[config.mk]
export PLATFORM = sky130hd
export DESIGN_NAME = bcd_serial_add_sub
export DESIGN_NICKNAME = d
export VERILOG_FILES = /design/src/rtl/bcd_serial_add_sub.sv
export SDC_FILE = /design/constraint.sdc
export NUM_CORES = 1
export LEC_CHECK = 0
export ABC_AREA = 1
export BUFFER_PORTS_ARGS = -buffer_cell sky130_fd_sc_hd__buf_2
export CORE_UTILIZATION = 40
export CTS_BUF_LIST = sky130_fd_sc_hd__clkbuf_8
export CTS_CLUSTER_DIAMETER = 50
export DETAILED_ROUTE_END_ITERATION = 6
export GPL_TIMING_DRIVEN = 0
export SYNTH_ARGS = -nofsm -noshare
export SYNTH_HDL_FRONTEND = slang
export SYNTH_SLANG_ARGS = --single-unit
[constraint.sdc]
create_clock -name clk -period 8.8 [get_ports clk]
set_input_delay 0.88 -clock clk [delete_from_list [all_inputs] [get_ports clk]]
set_output_delay 0.88 -clock clk [all_outputs]
set_load 0.1 [all_outputs]
[src/rtl/bcd_serial_add_sub.sv]
// ---------------------------------------------------------------------------
// bcd_serial_add_sub
//
// Digit-serial packed-BCD adder/subtractor. An accepted start latches both
// operands and the mode. The block then processes one decimal digit per clock,
// starting with the least significant digit, and rippling a decimal
// carry/borrow between digits.
//
// Parameters
//   DIGITS : number of packed BCD digits per operand (1..16)
//
// Ports
//   clk    : clock; all state changes on the rising edge
//   rst_n  : synchronous active-low reset
//   start  : operation request; only looked at while idle
//   mode   : 0 = A+B, 1 = A-B; captured together with start
//   a, b   : packed BCD operands, digit 0 in bits [3:0]
//   result : packed BCD sum/difference; valid from done until next start
//   cout   : decimal carry out (add) or final borrow (subtract)
//   busy   : high while digits are being processed
//   done   : single-cycle completion pulse
//   err    : a latched operand contained a digit greater than 9
// ---------------------------------------------------------------------------
module bcd_serial_add_sub #(
    parameter int DIGITS = 4
) (
    input  logic                clk,
    input  logic                rst_n,
    input  logic                start,
    input  logic                mode,
    input  logic [4*DIGITS-1:0] a,
    input  logic [4*DIGITS-1:0] b,
    output logic [4*DIGITS-1:0] result,
    output logic                cout,
    output logic                busy,
    output logic                done,
    output logic                err
);

    localparam int W     = 4 * DIGITS;
    localparam int IDX_W = (DIGITS > 1) ? $clog2(DIGITS) : 1;

    typedef enum logic [1:0] {
        S_IDLE = 2'd0,
        S_CALC = 2'd1,
        S_DONE = 2'd2
    } state_t;

    state_t             state_q, state_d;
    logic [W-1:0]       a_q, a_d;
    logic [W-1:0]       b_q, b_d;
    logic               mode_q, mode_d;
    logic [IDX_W-1:0]   idx_q, idx_d;
    logic               c_q, c_d;
    logic [W-1:0]       result_q, result_d;
    logic               cout_q, cout_d;
    logic               err_q, err_d;
    logic               busy_q, busy_d;
    logic               done_q, done_d;

    // Per-digit validity check on the live operand inputs, used only on the
    // accepting edge.
    logic [DIGITS-1:0]  digit_bad;

    generate
        for (genvar gi = 0; gi < DIGITS; gi++) begin : g_digit_chk
            assign digit_bad[gi] = (a[gi*4 +: 4] > 4'd9) || (b[gi*4 +: 4] > 4'd9);
        end
    endgenerate

    // Current digit pair, selected by shifting the latched operands down.
    logic [W-1:0]       a_sh;
    logic [W-1:0]       b_sh;
    logic [3:0]         a_dig;
    logic [3:0]         b_dig;
    logic [4:0]         sum_t;
    logic [4:0]         dif_t;
    logic [3:0]         dig_out;
    logic               c_next;

    assign a_sh  = a_q >> {idx_q, 2'b00};
    assign b_sh  = b_q >> {idx_q, 2'b00};
    assign a_dig = a_sh[3:0];
    assign b_dig = b_sh[3:0];

    // 5-bit arithmetic: sum range 0..19, difference range -10..9 (bit 4 is
    // the sign for the subtract path).
    assign sum_t = {1'b0, a_dig} + {1'b0, b_dig} + {4'b0000, c_q};
    assign dif_t = {1'b0, a_dig} - {1'b0, b_dig} - {4'b0000, c_q};

    always_comb begin
        dig_out = 4'd0;
        c_next  = 1'b0;
        if (err_q) begin
            // Invalid operands: run the full latency but produce zeros.
            dig_out = 4'd0;
            c_next  = 1'b0;
        end else if (!mode_q) begin
            if (sum_t > 5'd9) begin
                // t - 10 is the same as t + 6 modulo 16 for t in 10..19.
                dig_out = sum_t[3:0] + 4'd6;
                c_next  = 1'b1;
            end else begin
                dig_out = sum_t[3:0];
                c_next  = 1'b0;
            end
        end else begin
            if (dif_t[4]) begin
                // Low nibble holds t + 16; adding 10 modulo 16 gives t + 10.
                dig_out = dif_t[3:0] + 4'd10;
                c_next  = 1'b1;
            end else begin
                dig_out = dif_t[3:0];
                c_next  = 1'b0;
            end
        end
    end

    always_comb begin
        state_d  = state_q;
        a_d      = a_q;
        b_d      = b_q;
        mode_d   = mode_q;
        idx_d    = idx_q;
        c_d      = c_q;
        result_d = result_q;
        cout_d   = cout_q;
        err_d    = err_q;

        case (state_q)
            S_IDLE: begin
                if (start) begin
                    state_d  = S_CALC;
                    a_d      = a;
                    b_d      = b;
                    mode_d   = mode;
                    idx_d    = '0;
                    c_d      = 1'b0;
                    result_d = '0;
                    cout_d   = 1'b0;
                    err_d    = |digit_bad;
                end
            end

            S_CALC: begin
                for (int i = 0; i < DIGITS; i++) begin
                    if (idx_q == IDX_W'(i)) begin
                        result_d[i*4 +: 4] = dig_out;
                    end
                end
                c_d = c_next;
                if (idx_q == IDX_W'(DIGITS - 1)) begin
                    state_d = S_DONE;
                    cout_d  = c_next;
                end else begin
                    idx_d = idx_q + 1'b1;
                end
            end

            S_DONE: begin
                state_d = S_IDLE;
            end

            default: begin
                state_d = S_IDLE;
            end
        endcase

        // Status outputs are registered decodes of the next state so they
        // line up exactly with the state they describe.
        busy_d = (state_d == S_CALC);
        done_d = (state_d == S_DONE);
    end

    always_ff @(posedge clk) begin
        if (!rst_n) begin
            state_q  <= S_IDLE;
            a_q      <= '0;
            b_q      <= '0;
            mode_q   <= 1'b0;
            idx_q    <= '0;
            c_q      <= 1'b0;
            result_q <= '0;
            cout_q   <= 1'b0;
            err_q    <= 1'b0;
            busy_q   <= 1'b0;
            done_q   <= 1'b0;
        end else begin
            state_q  <= state_d;
            a_q      <= a_d;
            b_q      <= b_d;
            mode_q   <= mode_d;
            idx_q    <= idx_d;
            c_q      <= c_d;
            result_q <= result_d;
            cout_q   <= cout_d;
            err_q    <= err_d;
            busy_q   <= busy_d;
            done_q   <= done_d;
        end
    end

    assign result = result_q;
    assign cout   = cout_q;
    assign busy   = busy_q;
    assign done   = done_q;
    assign err    = err_q;

endmodule

### Yosys cells after proc, flatten, opt, wreduce, memory -nomap -nowiden

Cells that the tools add are included.

| word-level totals | value |
|---|---|
| register bits | 58 |
| bits of input ports | 36 |
| output and inout bits | 20 |
| word-level logic and storage cells | 83 |

| cells by class | value |
|---|---|
| $add $sub $neg | 7 |
| order comparisons | 9 |
| eq/ne operators | 12 |
| shift-type cells | 2 |
| muxes and demuxes | 24 |
| reduce and logical (&&, ||, !) cells | 15 |

Operators by type and width:

| kind | number |
|---|---|
| 4-bit greater-than comparator (second input constant) | 8 |
| 4-bit two-way mux | 8 |
| 16-bit case mux with 2 select lines | 1 |
| 16-bit by 4-bit right shift with 4-bit output | 2 |
| 16-bit two-way mux | 1 |
| 3-bit AND reduction | 5 |
| 2-bit inequality test (second input constant) | 6 |
| 2-bit two-way mux | 4 |
| 2-bit case mux with 2 select lines | 2 |
| 2-bit by 1-bit == test with 1-bit output (second input constant) | 3 |
| 2-bit == test (second input constant) | 3 |
| 1-bit two-way mux | 6 |
| 4-bit by 4-bit adder with 5-bit output | 1 |
| 5-bit by 1-bit adder with 5-bit output | 1 |
| 5-bit by 4-bit greater-than comparator with 1-bit output (second input constant) | 1 |
| 4-bit by 4-bit subtractor with 5-bit output | 1 |
| 5-bit by 1-bit subtractor with 5-bit output | 1 |
| 4-bit by 3-bit adder with 4-bit output (second input constant) | 1 |
| 4-bit adder (second input constant) | 1 |
| 2-bit logical NOT | 2 |
| 1-bit logical OR | 4 |
| 1-bit case mux with 2 select lines | 2 |
| 2-bit AND reduction | 2 |
| 4-bit OR reduction | 1 |
| other kinds (2) | 2 |

### Depth between registers and ports, before layout

| depth | value |
|---|---|
| word-level depth | 9 |
| gate-level depth with buffers | 21 |
| gate-level depth less buffers | 19 |

### Worst setup path before layout

Ideal clock, no wire load.

| timing path | value |
|---|---|
| path type | reg2reg |
| start point | register idx_q[0] |
| end point | register result_q[15] (netlist: result[15]) |
| library setup time | 0.128 ns |
| arrival | 2.883 ns |
| required time | 8.672 ns |
| path slack | 5.789 ns |
| stages on the path, launching flop included | 20 |
| buffers on the path | 2 |
| clock period less this slack | 3.011 ns |
| path through | dfxtp_1 -> buf_6 -> inv_4 -> clkbuf_1 -> o21ai_0 -> o22ai_1 -> fa_1 -> fa_1 -> inv_1 -> ha_1 -> inv_1 -> nor2_1 -> a21oi_2 -> nand2_2 -> nand2_4 -> nand2_1 -> nand2_1 -> nand2_1 -> nand3_2 -> a21oi_1 |

| on the way | value |
|---|---|
| word-level cells in the longest chain between the ends | 9 |
| elaborated cells between the ends (all ways) | 18 |
| classes of those cells | 6 x add/sub; 1 x order compare; 2 x eq/ne; 2 x shift; 6 x mux; 1 x reduce/logical |

RTL lines:

| element | line | source |
|---|---|---|
| start, declared | 53 | `logic [IDX_W-1:0] idx_q, idx_d;` |
| start signal, assigned | 193 | `idx_q <= idx_d;` |
| 16-bit by 4-bit right shift with 4-bit output, on equally long branches | 81, 82 |  |
| 4-bit by 4-bit adder with 5-bit output / 4-bit by 4-bit subtractor with 5-bit output (equally long branches) | 88, 89 |  |
| 5-bit by 1-bit adder with 5-bit output / 5-bit by 1-bit subtractor with 5-bit output (equally long branches) | 88, 89 |  |
| 4-bit by 3-bit adder with 4-bit output (tied with other cells) | 101 | `dig_out = sum_t[3:0] + 4'd6;` |
| 4-bit two-way mux, on equally long branches | 99, 108 |  |
| 4-bit two-way mux | 98 | `end else if (!mode_q) begin` |
| 4-bit two-way mux | 94 | `if (err_q) begin` |
| 4-bit two-way mux | 147 | `if (idx_q == IDX_W'(i)) begin` |
| 16-bit case mux with 2 select lines | 130 | `case (state_q)` |
| end signal, assigned | 195 | `result_q <= result_d;` |
| end, declared | 55 | `logic [W-1:0] result_q, result_d;` |

Several ways; a longest one is shown, not always the timed one. The select of a mux whose other input is x is not followed.
A chain may end at the register's enable or synchronous reset.

### Worst setup path in the final report

| timing path | value |
|---|---|
| start point | register idx_q[0] |
| end point | register result_q[11] (netlist: result[11]) |

Same word-level chain as after synthesis.

==> results.yml <==
detailed_routing:
  drt_iter0_drc: 141
  routedWlPerCell_um: 13.0
  vias_per_cell: 4.87
  dr.pass1.iters: 4
  postRouteAntennaNets: 0
  drc: 0
  drt_wl_total_mm: 7.25
  vias: 2724
global_route:
  antenna_found_initial: 0
  grt_pass1_vias: 2523
  grt_pass1_wl_mm: 11.9
  grt_start_max_net_pins: 12
  grt_use_total_pct: 20.8
  grt_overflow: 0
die:
  die_x_um: 87.2
  rows: 30
  ioPinCount: 56
  start_util_pct: 42.0
  coreArea_um2: 6910
  fp.dieArea_um2: 7600
  die_y_um: 87.2
sta:
  hold_viol: 0
  tightestPinTransition_ps: 544
  relSlewSlack_pct: 63.7
  rsz0062_at_grt: "false"
  skew_ps: 6.24
  min_period_over_period_pct: 40.1
  period_minus_slack_ps: 3530
  setup_tns_ps: 0
  holdWs_ps: 457
  setup_violations: 0
  maxSlewViolCount: 0
  timing.fmax_ghz: 0.283
worst_setup_path:
  ff2ff_setup_slack_ps: 5270
  worstPathArrival_ps: 3740
  crit_path_end_kind: "flip-flop"
  ff2ff_path_depth: 20
  crit_path_max_fanout: 11
  critPathKind: "reg -> reg"
  cp-start-kind: "flip-flop"
  rr_startpoint: "idx_q[0]$_SDFFE_PN0P_"
  r2r-end: "result[11]$_SDFFE_PN0P_"
  worstPathRequired_ps: 9010
hold_path:
  min_to: "a_q[3]$_SDFFE_PN0P_"
  min_path_type: "reg -> reg"
  hold_path_depth: 2
  min_from: "a_q[3]$_SDFFE_PN0P_"
finish:
  num_antenna_cells: 0
  mostFrequentLayoutCells: "nor2_1 (80), o21ai_0 (62), dfxtp_1 (58)"
  fillers: 738
  layout_commonest_cell: "nor2_1"
  postLayoutCellArea_um2: 3520
  syn2layout_area_growth_pct: 21.2
  drive_gt1_share_pct: 21.4
  nets: 511
run_status:
  outcome: "finished clean"
cts:
  cts_buffers: 9
  clockBufferDepth: 2
  clock_latency_ps: 330
  tritoncts: "done"
  clkSlewWorstSetupHoldPaths_ps: 70
  clock-sinks: 58
  cts-htree-levels: 3
  cts_root_buf: "clkbuf_8"
  postCtsResizedCells: 0
  cts_hold_buffers: 0
  cts_setup_buffers: 0
yosys:
  synth.yosys.seq_area_share_pct: 40.0
  ys_ff_latch: 58
  syn_area_um2: 2900
  syn_inst: 392
  syn_avg_cell_area_um2: 7.40
  synth.distinct_cells: 35
  synth_warnings: 0
  syn_nets: 445
pwr:
  leakage_uw: 0.00160
  powerDensity_nw_per_um2: 266
  vdd_ir_drop_max_v: 0.000101
place:
  dp_hpwl_mm: 5.57
  portBuffers: 55
  placed_cell_area_um2: 3300
  place_congestion: 0.780
run:
  drv_cap: 0
==> kinds of logic (layout without fill, tap and decap cells) <==
kind of cell / count (synthesis) / count (layout) / share of synthesized area, %
and+or+nand+nor: 156 / 156 / 23.1
xor gates and xnor gates: 2 / 2 / 0.604
DFF: 58 / 58 / 40.0
buffers and inverters: 50 / 121 / 6.86
adders and majority gates: 17 / 17 / 8.37
AOI/OAI and AO/OA: 109 / 109 / 21.0
==> layer usage <==
metal  track usage, %  vias up  wire length, µm
met5                0        -                0
met2             32.2       45             3280
met3             3.98        4              203
met4             7.75        0               55
met1             28.9     1252             3710
li1                 -     1423                -
==> per-stage QoR <==
stage	std cells	util [%]	worst slack (ps)	total power, µW
after floorplan	392	-	5790	599
after global placement	543	47.7	5360	666
after detailed placement	543	47.7	5330	671
after CTS	559	50.9	5300	942
after global routing	559	50.9	4940	997
final	559	50.9	5270	935
==> cell usage after synthesis <==
master,number,area share (%)
and2_1,1,0.22
a211oi_1,2,0.52
a41oi_1,1,0.30
ha_1,13,5.6
nor2_1,80,10
o21ai_1,3,0.52
buf_6,1,0.39
fa_1,4,2.8
inv_2,5,0.65
buf_2,1,0.17
a32oi_1,4,1.2
nand2_4,2,0.78
o211ai_2,1,0.43
clkbuf_1,14,1.8
o211ai_1,1,0.26
inv_4,1,0.22
a21oi_2,5,1.5
nand2_1,48,6.2
o22ai_1,3,0.65
inv_1,27,3.5
nor2_4,2,0.78
nand3_1,12,2.1
xor2_1,1,0.30
o21ai_0,62,11
nand2_2,6,1.3
nor2_2,1,0.22
xnor2_1,1,0.30
nor3_1,1,0.17
a21oi_1,24,4.1
clkinv_1,1,0.13
o21a_1,1,0.26
dfxtp_1,58,40
o21ai_2,1,0.30
o21bai_1,1,0.26
nand3_2,3,1.0
==> final cells by class <==
cell class | instances | area (µm²) | share of cell area, %
Sequential cell | 58 | 1160 | 33.0
Inverter | 34 | 130 | 3.70
Buffer | 16 | 68.8 | 1.96
Timing Repair Buffer | 55 | 275 | 7.83
Tap cell | 96 | 120 | 3.42
Multi-Input combinational cell | 284 | 1540 | 43.8
Clock inverter | 6 | 81.3 | 2.31
Clock buffer | 10 | 138 | 3.91
==> state kept, by name (all words and copies together) (netlist names) <==
name / cells
a_q: 16
b_q: 16
busy: 1
c_q: 1
cout: 1
done: 1
err: 1
idx_q: 2
mode_q: 1
result: 16
state_q: 2
==> worst max-delay path by stage <==
| stage | startpoint | end | depth (start not counted) |
|---|---|---|---|
| after floorplan | idx_q[0]$_SDFFE_PN0P_ | result[15]$_SDFFE_PN0P_ | 19 |
| after global placement | idx_q[0]$_SDFFE_PN0P_ | result[15]$_SDFFE_PN0P_ | 20 |
| after detailed placement | idx_q[0]$_SDFFE_PN0P_ | result[11]$_SDFFE_PN0P_ | 19 |
| after CTS | idx_q[0]$_SDFFE_PN0P_ | result[11]$_SDFFE_PN0P_ | 20 |
| after global routing | idx_q[1]$_SDFFE_PN0P_ | result[3]$_SDFFE_PN0P_ | 18 |
| final | idx_q[0]$_SDFFE_PN0P_ | result[11]$_SDFFE_PN0P_ | 20 |
==> critical path: stages, from the launching register on <==
cell and delay (ps):
dfxtp_1 390, buf_6 170, inv_4 60, clkbuf_1 260, o21ai_0 270, o22ai_1 160, fa_1 480, fa_1 440
nand2_1 100, nand2_2 80, ha_1 200, inv_1 90, nor2_1 50, a21oi_2 110, nand2_2 80, nand2_4 90
nand2_1 60, nand2_1 60, nand2_1 60, nand3_2 110, a21oi_1 80
==> report_power, final <==
group	leakage [µW]	switching (µW)	internal (µW)	total [µW]
logic	0.00101	253	108	362
clock network	0.000113	105	165	270
registers	0.000480	14.7	288	303
Note: power is estimated with default switching activity, not from simulation.
